`config.mk`:
```
export PLATFORM = sky130hd
export DESIGN_NAME = adventure_game_ctrl
export DESIGN_NICKNAME = d
export VERILOG_FILES = /design/src/rtl/adventure_game_ctrl.sv
export SDC_FILE = /design/constraint.sdc
export NUM_CORES = 1
export LEC_CHECK = 0
export ABC_AREA = 0
export CORE_MARGIN = 3
export CORE_UTILIZATION = 35
export CTS_CLUSTER_SIZE = 10
export DETAILED_ROUTE_END_ITERATION = 10
export PLACE_DENSITY = 0.57
export SYNTH_ARGS = -nofsm -noshare
export SYNTH_HDL_FRONTEND = slang
export SYNTH_SLANG_ARGS = --single-unit
```
`constraint.sdc`:
```
create_clock -name clk -period 3.36 [get_ports clk]
set_input_delay 0.84 -clock clk [delete_from_list [all_inputs] [get_ports clk]]
set_output_delay 0.84 -clock clk [all_outputs]
set_load 0.01 [all_outputs]
```
`src/rtl/adventure_game_ctrl.sv`:
```
// Seven-room adventure-game controller: room FSM with sword flag, life counter,
// saturating move counter with timeout, and edge-detected direction buttons.
module adventure_game_ctrl #(
    parameter int LIVES      = 3,
    parameter int LIFE_W     = 2,
    parameter int MOVE_W     = 8,
    parameter int MAX_MOVES  = 20,
    parameter int KEEP_SWORD = 0
) (
    input  logic              clk,
    input  logic              reset,
    input  logic              n,
    input  logic              s,
    input  logic              e,
    input  logic              w,
    output logic [6:0]        room,
    output logic              sword,
    output logic [LIFE_W-1:0] lives,
    output logic [MOVE_W-1:0] moves,
    output logic              die,
    output logic              win,
    output logic              game_over
);

    typedef enum logic [2:0] {S0, S1, S2, S3, S4, WIN, DEAD, OVER} state_t;

    localparam logic [LIFE_W-1:0] LIVES_INIT = LIFE_W'(LIVES);
    localparam logic [MOVE_W-1:0] MOVE_LIMIT = MOVE_W'(MAX_MOVES);

    state_t            state_q, state_d;
    logic              sword_q, sword_d;
    logic [LIFE_W-1:0] lives_q, lives_d;
    logic [MOVE_W-1:0] moves_q, moves_d;
    logic [3:0]        prev_q;
    logic [6:0]        room_q;
    logic              die_q, win_q, over_q;

    logic [3:0] dir;
    logic       press, press_n, press_s, press_e, press_w;
    logic       timeout, moved;

    assign dir     = {n, s, e, w};
    // A press is a single button rising out of an all-idle previous cycle.
    assign press   = (prev_q == 4'b0000) && $onehot(dir);
    assign press_n = press && dir[3];
    assign press_s = press && dir[2];
    assign press_e = press && dir[1];
    assign press_w = press && dir[0];
    assign timeout = (moves_q == MOVE_LIMIT);

    function automatic logic [6:0] room_of(input state_t st);
        case (st)
            S0:      room_of = 7'b0000001;
            S1:      room_of = 7'b0000010;
            S2:      room_of = 7'b0000100;
            S3:      room_of = 7'b0001000;
            S4:      room_of = 7'b0010000;
            WIN:     room_of = 7'b0100000;
            default: room_of = 7'b1000000;
        endcase
    endfunction

    always_comb begin
        // NOTE: every signal gets a default first so no path leaves it unassigned (no latch).
        state_d = state_q;
        sword_d = sword_q;
        lives_d = lives_q;
        moves_d = moves_q;
        case (state_q)
            S0: if (timeout) state_d = OVER;
                else if (press_e) state_d = S1;
            S1: if (timeout) state_d = OVER;
                else if (press_s) state_d = S2;
                else if (press_w) state_d = S0;
            S2: if (timeout) state_d = OVER;
                else if (press_n) state_d = S1;
                else if (press_w) state_d = S3;
                else if (press_e) state_d = S4;
            S3: if (timeout) state_d = OVER;
                else if (press_e) state_d = S2;
            S4: begin
                if (sword_q) begin
                    state_d = WIN;
                end else begin
                    state_d = DEAD;
                    lives_d = lives_q - 1'b1;
                end
            end
            DEAD: begin
                if (lives_q != '0) begin
                    state_d = S0;
                    if (KEEP_SWORD == 0) sword_d = 1'b0;
                end else begin
                    state_d = OVER;
                end
            end
            default: ;
        endcase

        // Every room exit changes state, so a state change out of S0-S3 that is
        // not the timeout is exactly one accepted move.
        moved = (state_q inside {S0, S1, S2, S3}) && !timeout && (state_d != state_q);
        if (moved && moves_q != MOVE_LIMIT) moves_d = moves_q + 1'b1;
        if (moved && state_d == S3) sword_d = 1'b1;
    end

    always_ff @(posedge clk or posedge reset) begin
        if (reset) begin
            state_q <= S0;
            sword_q <= 1'b0;
            lives_q <= LIVES_INIT;
            moves_q <= '0;
            prev_q  <= 4'b0000;
            room_q  <= 7'b0000001;
            die_q   <= 1'b0;
            win_q   <= 1'b0;
            over_q  <= 1'b0;
        end else begin
            // NOTE: non-blocking so every register samples pre-edge values.
            state_q <= state_d;
            sword_q <= sword_d;
            lives_q <= lives_d;
            moves_q <= moves_d;
            prev_q  <= dir;
            room_q  <= room_of(state_d);
            die_q   <= (state_d == DEAD) || (state_d == OVER);
            win_q   <= (state_d == WIN);
            over_q  <= (state_d == OVER);
        end
    end

    assign room      = room_q;
    assign sword     = sword_q;
    assign lives     = lives_q;
    assign moves     = moves_q;
    assign die       = die_q;
    assign win       = win_q;
    assign game_over = over_q;

    a_room_onehot: assert property (@(posedge clk) disable iff (reset) $onehot(room_q));
    a_win_die_excl: assert property (@(posedge clk) disable iff (reset) !(win_q && die_q));

endmodule

```
After elaboration in Yosys (flattened, before gate mapping)
Index checks and enable logic that the tools add are counted.
- bits in registers: 28
- bits of input ports: 6
- output and inout port bits: 21
- logic and storage cells: 69
- add/sub/neg operators: 5
- eq/ne operators: 16
- muxes and demuxes: 18
- bitwise gates (word level): 1
- reductions and logical operators: 20
- operators by type and width (kind ; count):
    7-bit one-hot mux with 6 select lines ; 1
    3-bit two-way mux ; 12
    3-bit == test, second input constant ; 6
    3-bit one-hot mux with 6 select lines ; 1
    3-bit by 2-bit == test with 1-bit output, second input constant ; 4
    3-bit by 1-bit == test with 1-bit output, second input constant ; 3
    1-bit logical AND ; 9
    8-bit by 1-bit adder with 8-bit output, second input constant ; 1
    8-bit by 5-bit == test with 1-bit output, second input constant ; 1
    8-bit by 5-bit != test with 1-bit output, second input constant ; 1
    3-bit zero test ; 2
    2-bit nonzero test ; 3
    1-bit by 1-bit adder with 2-bit output ; 2
    4-bit zero test ; 1
    2-bit AND reduction ; 2
    4-bit nonzero test ; 1
    2-bit by 2-bit adder with 3-bit output ; 1
    1-bit two-way mux ; 3
    3-bit != test ; 1
    2-bit two-way mux ; 1
    2-bit by 1-bit subtractor with 2-bit output, second input constant ; 1
    1-bit zero test ; 1
    1-bit logical OR ; 1
    1-bit inverter ; 1

Depth between registers and ports, before layout
Gate-level depths: netlist of run 1.
- depth in word-level cells: 15
- mapped depth: 12
- mapped depth without buffers: 12

Worst setup path after synthesis of run 1
OpenSTA, ideal clock, no wires.
- path kind: input-to-reg
- start: in n
- end: reg moves_q[1], in the netlist moves[1]
- library setup time: 0.125 ns
- arrival time: 3.637 ns
- required time: 3.235 ns
- setup slack: -0.402 ns
- stages: 12
- buffers on the path: 0
- path through: inv_1 -> fa_1 -> inv_1 -> ha_1 -> ha_1 -> nor4_4 -> nand3_1 -> o311a_4 -> nor4b_4 -> a21bo_4 -> a21oi_4 -> mux2_4
- word-level cells in the longest chain between the ends: 13
- elaborated cells between the ends (all ways): 23
- those cells by class: add/sub (2); eq/ne (2); mux (12); reduce/logical (7)
- RTL lines (what ; RTL line ; text):
    start: declaration ; 12 ; input logic n,
    1-bit by 1-bit adder with 2-bit output (not written as such) ; 44 ; assign press = (prev_q == 4'b0000) && $onehot(dir);
    2-bit by 2-bit adder with 3-bit output (not written as such) ; 44 ;
    3-bit by 1-bit == test with 1-bit output ; 44 ;
    1-bit logical AND ; 44 ;
    1-bit logical AND ; 47 ; assign press_e = press && dir[1];
    3-bit two-way mux ; 78 ; else if (press_e) state_d = S4;
    3-bit two-way mux ; 77 ; else if (press_w) state_d = S3;
    3-bit two-way mux ; 76 ; else if (press_n) state_d = S1;
    3-bit two-way mux ; 75 ; S2: if (timeout) state_d = OVER;
    3-bit one-hot mux with 6 select lines (*) ; 69 ; case (state_q)
    3-bit != test (*) ; 102 ; moved = (state_q inside {S0, S1, S2, S3}) && !timeout && (state_d != state_q);
    1-bit logical AND (*) ; 102 ;
    1-bit logical AND (*) ; 103 ; if (moved && moves_q != MOVE_LIMIT) moves_d = moves_q + 1'b1;
    end signal: assignment ; 123 ; moves_q <= moves_d;
    end: declaration ; 33 ; logic [MOVE_W-1:0] moves_q, moves_d;
Mark *: on every way between the ends. The rest lies on a longest branch, timed or not.
A chain may end at the register's enable or synchronous reset.

Final worst setup path of run 1
- start: in s
- end: reg moves_q[1], in the netlist moves[1]
- word-level cells in the longest chain between the ends: 13
- elaborated cells between the ends (all ways): 23
- those cells by class: add/sub (2); eq/ne (2); mux (12); reduce/logical (7)
- RTL lines (what ; RTL line ; text):
    start: declaration ; 13 ; input logic s,
    1-bit by 1-bit adder with 2-bit output (not written as such) ; 44 ;
    2-bit by 2-bit adder with 3-bit output (not written as such) ; 44 ;
    3-bit by 1-bit == test with 1-bit output ; 44 ;
    1-bit logical AND ; 44 ;
    1-bit logical AND ; 47 ;
    3-bit two-way mux ; 78 ;
    3-bit two-way mux ; 77 ;
    3-bit two-way mux ; 76 ;
    3-bit two-way mux ; 75 ;
    3-bit one-hot mux with 6 select lines (*) ; 69 ;
    3-bit != test (*) ; 102 ;
    1-bit logical AND (*) ; 102 ;
    1-bit logical AND (*) ; 103 ;
Marks and branches as above.

==> summary by stage, run 1 <==
Placement
The final weighted congestion in routability-driven placement is a little under 0.8. The sum of net half-perimeters after detailed placement is ~2500 um. The number of I/O port buffers is 26. The worst setup slack before clock tree synthesis is -0.946 ns. The number of placed instances, taps included, is 220.

Floorplan
In this run the count of I/O pins placed on the die edge is 27. The floorplan step defined a die boundary enclosing approximately 5100 um^2. The number of cell rows is 23. The die span in y is between 70 and 80 um. The width of the die is around 72 um. The starting density of the core is a little under two fifths. The region available for standard cell placement spans 4090 um^2.

Setup path
The required arrival time at the worst endpoint is between 3 and 4 ns. The worst setup path is captured at a register. The data arrival at the endpoint of the critical path is roughly 3.6 ns. The worst setup path category is in -> reg. The kind of start point of the critical path is an input port.

Along the worst path, the maximum fanout reaches 7.

Clock network
In this run the deepest clock path goes through 2 buffers. The number of buffers created by CTS is 3. The CTS tree is done. Clock-pin slew was measured on the worst setup and hold paths at roughly 0.1 ns.

In this run the number of H-tree levels came out at 1. In this run the clock root is driven by a clkbuf_8. The clock sink count is 28. For this design, the CTS-stage hold fixing added 0 buffers. The clock latency on the worst-skew pair is about 0.28 ns.

Layout
The net count of the finished layout is about 190. 0 antenna diodes ended up in the layout. The top cell types in the final layout, fill and taps aside, are 25 x dfrtp_1, 23 x clkdlybuf4s50_1, 16 x nor2_1, 15 x buf_4, 8 x inv_1. Measured on the finished design, the core utilization comes to 51.6%. The library cell used most frequently in the layout, excluding fill and tap cells, is dfrtp_1. The layout overhead on the synthesized area is 40.0%. Cells with a size suffix above 1 make up between 30% and 40% of the layout. The number of non-filler instances in the completed layout is around 230.

Route
Signal routing reaches up to met4. Dividing the detail-routed via count by the number of cells gives a little over 5. The sum of routed wire segments on met1 is 1450 um. Once detail routing completed, the nets flagged for antenna violations numbered 0.

After detailed routing, the met3 layer carries 154 um of wire. The via count of the routed design is about 1200. After detailed routing, the average wire length per cell comes to roughly 15 um.

The routed design has approximately 3500 um of wire. The number of DRC violations after detailed routing is 0. The number of DRC violations after detailed-routing iteration 0 is between 40 and 50. The number of iterations in the first detailed-routing pass is 4. In the detailed route, the total length drawn on met2 is around 1800 um.

Pwr
The peak ir drop on the vdd network is around 0.00019 V. The switching fraction of total power is between 20% and 30%. Of the total power, combinational logic draws approximately 7.9%.

For this design the static power due to leakage is slightly above 0.8 nW. Cell internal power was estimated by the tool at 0.000525 W. The part of the total power dissipated in the clock network is between 40% and 50%. The power per unit of standard cell area is roughly 310 nW/um^2. Per report_power, the sequential group accounts for between 50 and 60% of the total. The overall power is around 0.00066 W. The analysis attributes to net switching a power of ~0.00013 W.

Outcome
The final reports fail on negative setup slack. The flow ran to the end, but the final reports show violations.

Synth
For this run, the leading register cell type out of synthesis is dfrtp_1. The unique cell type count in the Yosys netlist is 44. The most area-hungry cell type in the Yosys netlist is dfrtp_1. The synthesized design contains 28 register bits. The number of synthesis warnings is 0. The share of the synthesized area in the top cell type is approximately two fifths. Counting flops with an async set or reset pin after synthesis yields a share of 100%.

Synthesis produced a netlist with a net count of 147. In this run, synthesis inferred 0 flip-flops with an integrated enable. The gate count of the mapped netlist is approximately 140. The sequential share of the synthesized area is 46.8%. The cell area that synthesis handed to floorplanning was 1510 um^2. Ranked by total cell area, the synthesized netlist is headed by dfrtp_1 42%, dfstp_2 5.2%, ha_1 4.2%. The average instance area after synthesis is approximately 11 um^2.

STA
For the final routed database, the setup TNS stands at -0.245 ns. The count of final max-slew check failures was 0. For the pin with the worst max-slew slack, the measured transition is a little over 0.7 ns. The final-report hold violation count is 0. The remaining max-slew budget at the tightest pin is between 50 and 60%. Based on the critical path, the design can be clocked at up to roughly 300 MHz.

Of the available clock period, the critical path in the final layout requires 102%. The final critical-path setup slack is -0.0705 ns. The clock period minus final worst setup slack is around 3.4 ns. The setup violation total in the final timing report is 6. The setup clock skew after layout is between 0.006 and 0.007 ns. Setup repair after global routing could not meet its margin everywhere.

Job
The max-capacitance violation count is 0.

Global route
The number of global-route vias before repair came to 1231. The number of antenna violations at the first check in global routing is 0. Entering global routing, the biggest net connects 29 pins.

Global routing finished with a remaining overflow of 0. Global routing used approximately 15% of the available tracks. The first-pass GRT wire length is 5900 um.

Min path
The worst min-delay path category is reg -> reg.
worst max-delay path: stages:
cell     delay [ns]
buf_8          0.08
inv_4          0.03
fa_1           0.55
inv_2          0.05
ha_4           0.15
ha_4           0.23
nor4_4         0.20
nand4_1        0.21
mux2i_2        0.23
o31ai_2        0.25
a21bo_4        0.30
a21oi_4        0.17
mux2_4         0.31
what timing repair did:
action / 4_1_cts / 5_1_grt
resized for setup: 27 / 6
endpoints found under the setup margin: 21 / 12
pin swaps: 10 / 8
setup buffers: 4 / 2
endpoints found under the hold margin: 0 / 0
final cells by class:
class	count	area, um^2
Clock inverter	1	30.0
Fill cell	364	1980
Clock buffer	3	41.3
Multi-Input combinational cell	90	810
Sequential cell	28	704
Timing Repair Buffer	43	397
Tap cell	50	62.6
Inverter	14	62.6
worst paths after layout:
kind	start	endpoint	slack (ns)	cells past startpoint
max reg2reg	moves[0]	moves[1]	0.72	9
min	moves[7]	moves[7]	0.51	1
max in group asynchronous	reset	room[0]	2.13	3
max	s	moves[1]	-0.07	13
min in group asynchronous	reset	moves[1]	0.92	3
min reg2reg	moves[7]	moves[7]	0.51	1
flip-flops by register name, indices dropped and copies added (netlist names):
signal,cells
die,1
game_over,1
lives,2
moves,8
prev_q,4
room,7
state_q,3
sword,1
win,1
layer usage:
metal	GRT usage (%)	vias to the layer above
met4	6.89	0
li1	-	559
met2	24.2	37
met3	2.24	9
met1	18.4	571
met5	0	-
power groups by stage:
stage          registers (W)  logic (W)  clock network, W
2_1_floorplan       0.000347  0.0000239                 0
3_3_place_gp        0.000347  0.0000418                 0
3_5_place_dp        0.000347  0.0000450                 0
4_1_cts             0.000341  0.0000515          0.000275
5_1_grt             0.000341  0.0000573          0.000289
6_report            0.000341  0.0000519          0.000265
logic make-up (layout without fill, tap and decap cells):
family | Yosys count | count (layout) | share of synthesized area [%]
adders and majority gates | 6 | 6 | 5.49
DFF | 28 | 28 | 46.8
xor gates and xnor gates | 8 | 8 | 4.66
buffers and inverters | 17 | 61 | 4.41
AOI/OAI and AO/OA | 21 | 21 | 14.7
and+or+nand+nor | 52 | 52 | 21.6
muxes | 3 | 3 | 2.33
cells in the mapped netlist, drive strengths merged (2+ instances only):
cell type   n
dfrtp      25
nor2       16
inv        14
nand2       6
xor2        6
a211oi      5
and2        5
ha          5
o31ai       4
and3        3
dfstp       3
nand3       3
nand4       3
nor3        3
a21oi       2
buf         2
mux2i       2
nand4b      2
nor2b       2
nor4b       2
or3         2
xnor2       2
through the flow:
stage               cell area (um^2)  hold WS, ns
floorplan                       1530        0.494
global placement                1930        0.481
detailed placement              1930        0.496
CTS                             2070        0.522
global route                    2110        0.548
finish                          2110        0.509
Note: power is estimated with default switching activity, not from simulation.
==> run 2, diff against run 1 <==
Settings changed: ABC_CLOCK_PERIOD_IN_PS from default to 3360, CTS_CLUSTER_SIZE 10 to default, SLEW_MARGIN from default to 20.
==> results of run 2 <==
The final DEF is identical to that of run 1; final timing and power are the same.
==> run 3, diff against run 2 <==
Settings changed: ABC_CLOCK_PERIOD_IN_PS 3360 to 4010.
Clock period 3.36 ns to 4.01 ns, I/O delays scaled along.
==> summary by stage, run 3 (same netlist as run 1, synthesis figures left out) <==
Placement
The placement-stage cell area is 1920 um^2 (was 1930 um^2). The worst setup slack before clock tree synthesis was -0.622 ns (was -0.946 ns). The final weighted congestion in routability-driven placement is 0.793 (was 0.778). The number of I/O port buffers is 26 (unchanged). The post-placement cell count is 222 (was 220).

The sum of net half-perimeters after detailed placement is 2480 um (was 2500 um).

Clock network
The clock sink count is 28 (unchanged). The number of buffers between clock root and the deepest sink is 2 (unchanged). The number of buffers created by CTS is 3 (unchanged). The clock-pin transition on the worst setup and hold timing paths was 0.10 ns (about the same). The cell at the root of the clock tree was clkbuf_8 (unchanged). The clock latency on the worst-skew pair is 0.28 ns (about the same). The CTS H-tree depth is 1 (unchanged).

The CTS tree is done (unchanged).

Layout
The number of antenna diodes is 0 (unchanged). The number of flip-flops under the largest register name came to 8 (unchanged). The net count of the finished layout was 192 (unchanged). The number of non-filler instances in the completed layout came to 229 (unchanged). The proportion of layout cells with a drive suffix above 1 is 26.8% (was 31.3%). The share of the core filled with cells in the final layout is 50.6% (was 51.6%).

The commonest non-fill, non-tap cell in the layout is dfrtp_1 (unchanged). The final instance area was 2070 um^2 (was 2110 um^2). The layout overhead on the synthesized area was 37.2% (was 40.0%).

Leading cell types in the layout, fill and taps excluded: 25 x dfrtp_1, 23 x clkdlybuf4s50_1, 17 x buf_4, 16 x nor2_1, 10 x inv_1 (was 25 x dfrtp_1, 23 x clkdlybuf4s50_1, 16 x nor2_1, 15 x buf_4, 8 x inv_1). The filler cell count is 382 (was 364).

STA
The final critical-path setup slack came to 0.0804 ns (was -0.0705 ns). The setup clock skew after layout is 0.00402 ns (was 0.00623 ns). Setup repair after global routing missed its margin: no (was yes). The final-report hold violation count came to 0 (unchanged). The count of final max-slew check failures is 0 (unchanged). The summed negative setup slack over all endpoints came to 0 ns (was -0.245 ns). The clock period minus final worst setup slack is approximately 3.9 ns. The worst-margin pin slew was 0.654 ns (was 0.709 ns).

The remaining max-slew budget at the tightest pin came to 56.0% (was 52.0%). The setup violation total in the final timing report is 0 (was 6). Dividing the final minimum period by the clock period gives 98.0%. Static timing analysis puts the maximum clock frequency at 254 MHz.

Floorplan
The starting density of the core came to 36.8% (unchanged). The die span in y is 71.6 um (unchanged). The number of cell rows is 23 (unchanged). The width of the die is 71.6 um (unchanged). The boundary pin count was 27 (unchanged). The floorplan die area is 5120 um^2 (unchanged). The placeable core area is 4090 um^2 (unchanged).

Pwr
The switching fraction of total power is 20.5% (was 20.2%). The leakage power summed over all cells is 0.795 nW (was 0.812 nW). The sequential share of power was 52.0% (was 51.8%). The power dissipated by switching net loads is 0.000113 W (was 0.000133 W).

The peak ir drop on the vdd network is 0.000125 V (was 0.000191 V). The fraction of power consumed by combinational cells came to 7.0% (was 7.9%). The cell internal power dissipation is 0.000436 W (was 0.000525 W). The power per unit of standard cell area was 266 nW/um^2 (was 312 nW/um^2). The part of the total power dissipated in the clock network came to 41.0% (was 40.3%).

Setup path
The required arrival time at the worst endpoint was 4.18 ns (was 3.54 ns). The data arrival at the endpoint of the critical path is 4.10 ns (was 3.61 ns). The largest fanout of any net on the critical path is 6 (was 7). Series of cell instances along the critical path: dlygate4sd2_1, inv_2, fa_1, inv_1, ha_2, ha_4, nor4_4, nand4_1, mux2i_4, o31ai_4, a21bo_4, a21oi_4, mux2_4 (was buf_8, inv_4, fa_1, inv_2, ha_4, ha_4, nor4_4, nand4_1, mux2i_2, o31ai_2, a21bo_4, a21oi_4, mux2_4). The endpoint kind of the worst setup timing path is a register (unchanged). The worst setup path category is in -> reg (unchanged).

The kind of start point of the critical path is an input port (unchanged). The delay of the slowest cell on the worst path was 0.54 ns (was 0.55 ns). The slowest library cell on the worst path is fa_1 (unchanged).

Job
The max-capacitance violation count was 0 (unchanged).

Global route
The number of global-route vias before repair is 1289 (was 1231). The number of antenna violations at the first check in global routing came to 0 (unchanged). The first-pass GRT wire length is 5810 um (was 5900 um). The all-layer global routing usage was 14.1% (was 14.5%). The global-route congestion overflow total is 0 (unchanged).

The largest net degree at the start of global routing is 29 (unchanged).

Route
The number of DRC violations after detailed routing is 0 (unchanged). The via count of the routed design came to 1182 (was 1176). The average wire length per cell after detail routing was 14.7 um (was 15.1 um). The number of iterations in the first detailed-routing pass is 4 (unchanged). The remaining number of nets flagged by the antenna check after routing was 0 (unchanged). The vias per cell is 5.16 (was 5.14).

The number of DRC violations after detailed-routing iteration 0 came to 34 (was 45). The total routed wirelength came to 3360 um (was 3460 um).

Outcome
Result of the run: complete, no violations (was complete, but fails checks).

Min path
The worst min-delay path category is reg -> reg (unchanged).
==> run 3: area by class of cell <==
cell class                 instances  area, um^2  area share [%]
multi-input combinational         90         791            38.3
clock inverter                     1        30.0            1.45
timing repair buffer              43         384            18.6
sequential                        28         704            34.1
tap                               50        62.6            3.03
inverter                          14        52.6            2.54
clock buffer                       3        41.3            2.00
==> run 3: per-layer routing <==
metal  part of all wire (%)  up-vias  routed length [um]  global-route usage [%]
met5                      0        -                   0                       0
met4                    1.4        0                  48                    5.01
met3                    4.4        5                 147                    2.66
met2                     53       25                1780                    25.5
met1                     41      589                1390                    16.6
li1                       -      563                   -                       -
==> run 3: power groups by stage <==
stage | logic, W | clock network [W] | registers (W)
floorplan | 0.0000167 | 0 | 0.000291
global placement | 0.0000329 | 0 | 0.000291
detailed placement | 0.0000352 | 0 | 0.000291
CTS | 0.0000389 | 0.000234 | 0.000286
global route | 0.0000422 | 0.000244 | 0.000286
finish | 0.0000385 | 0.000225 | 0.000285
==> run 3: worst paths after layout <==
path | start | to | slack (ns) | cells after the start
setup / recovery | n | moves[1] | 0.08 | 13
hold / removal | lives[1] | lives[1] | 0.50 | 2
setup reg to reg | moves[0] | moves[1] | 1.31 | 9
hold reg to reg | lives[1] | lives[1] | 0.50 | 2
max in group asynchronous | reset | lives[1] | 2.54 | 2
min in group asynchronous | reset | moves[5] | 1.10 | 2
==> run 3: worst max-delay path: cells and delay by family <==
family | cells | cell delay, ns
simple gates | 2 | 0.55
compound gates | 3 | 0.74
fa+ha+maj | 3 | 0.88
mux | 2 | 0.59
buf+inv | 3 | 0.33
==> run 3: through the flow <==
stage / power (W) / hold slack (ns)
after floorplan: 0.000307 / 0.494
after global placement: 0.000324 / 0.480
after detailed placement: 0.000326 / 0.494
after CTS: 0.000558 / 0.510
after global routing: 0.000572 / 0.540
final: 0.000549 / 0.504
==> run 3: repair_timing <==
item / 4_1_cts / 5_1_grt
gates resized for setup: 14 / 0
setup endpoints to repair: 14 / 0
setup buffers: 3 / 0
hold buffers: 0 / 0
hold endpoints to repair: 0 / 0
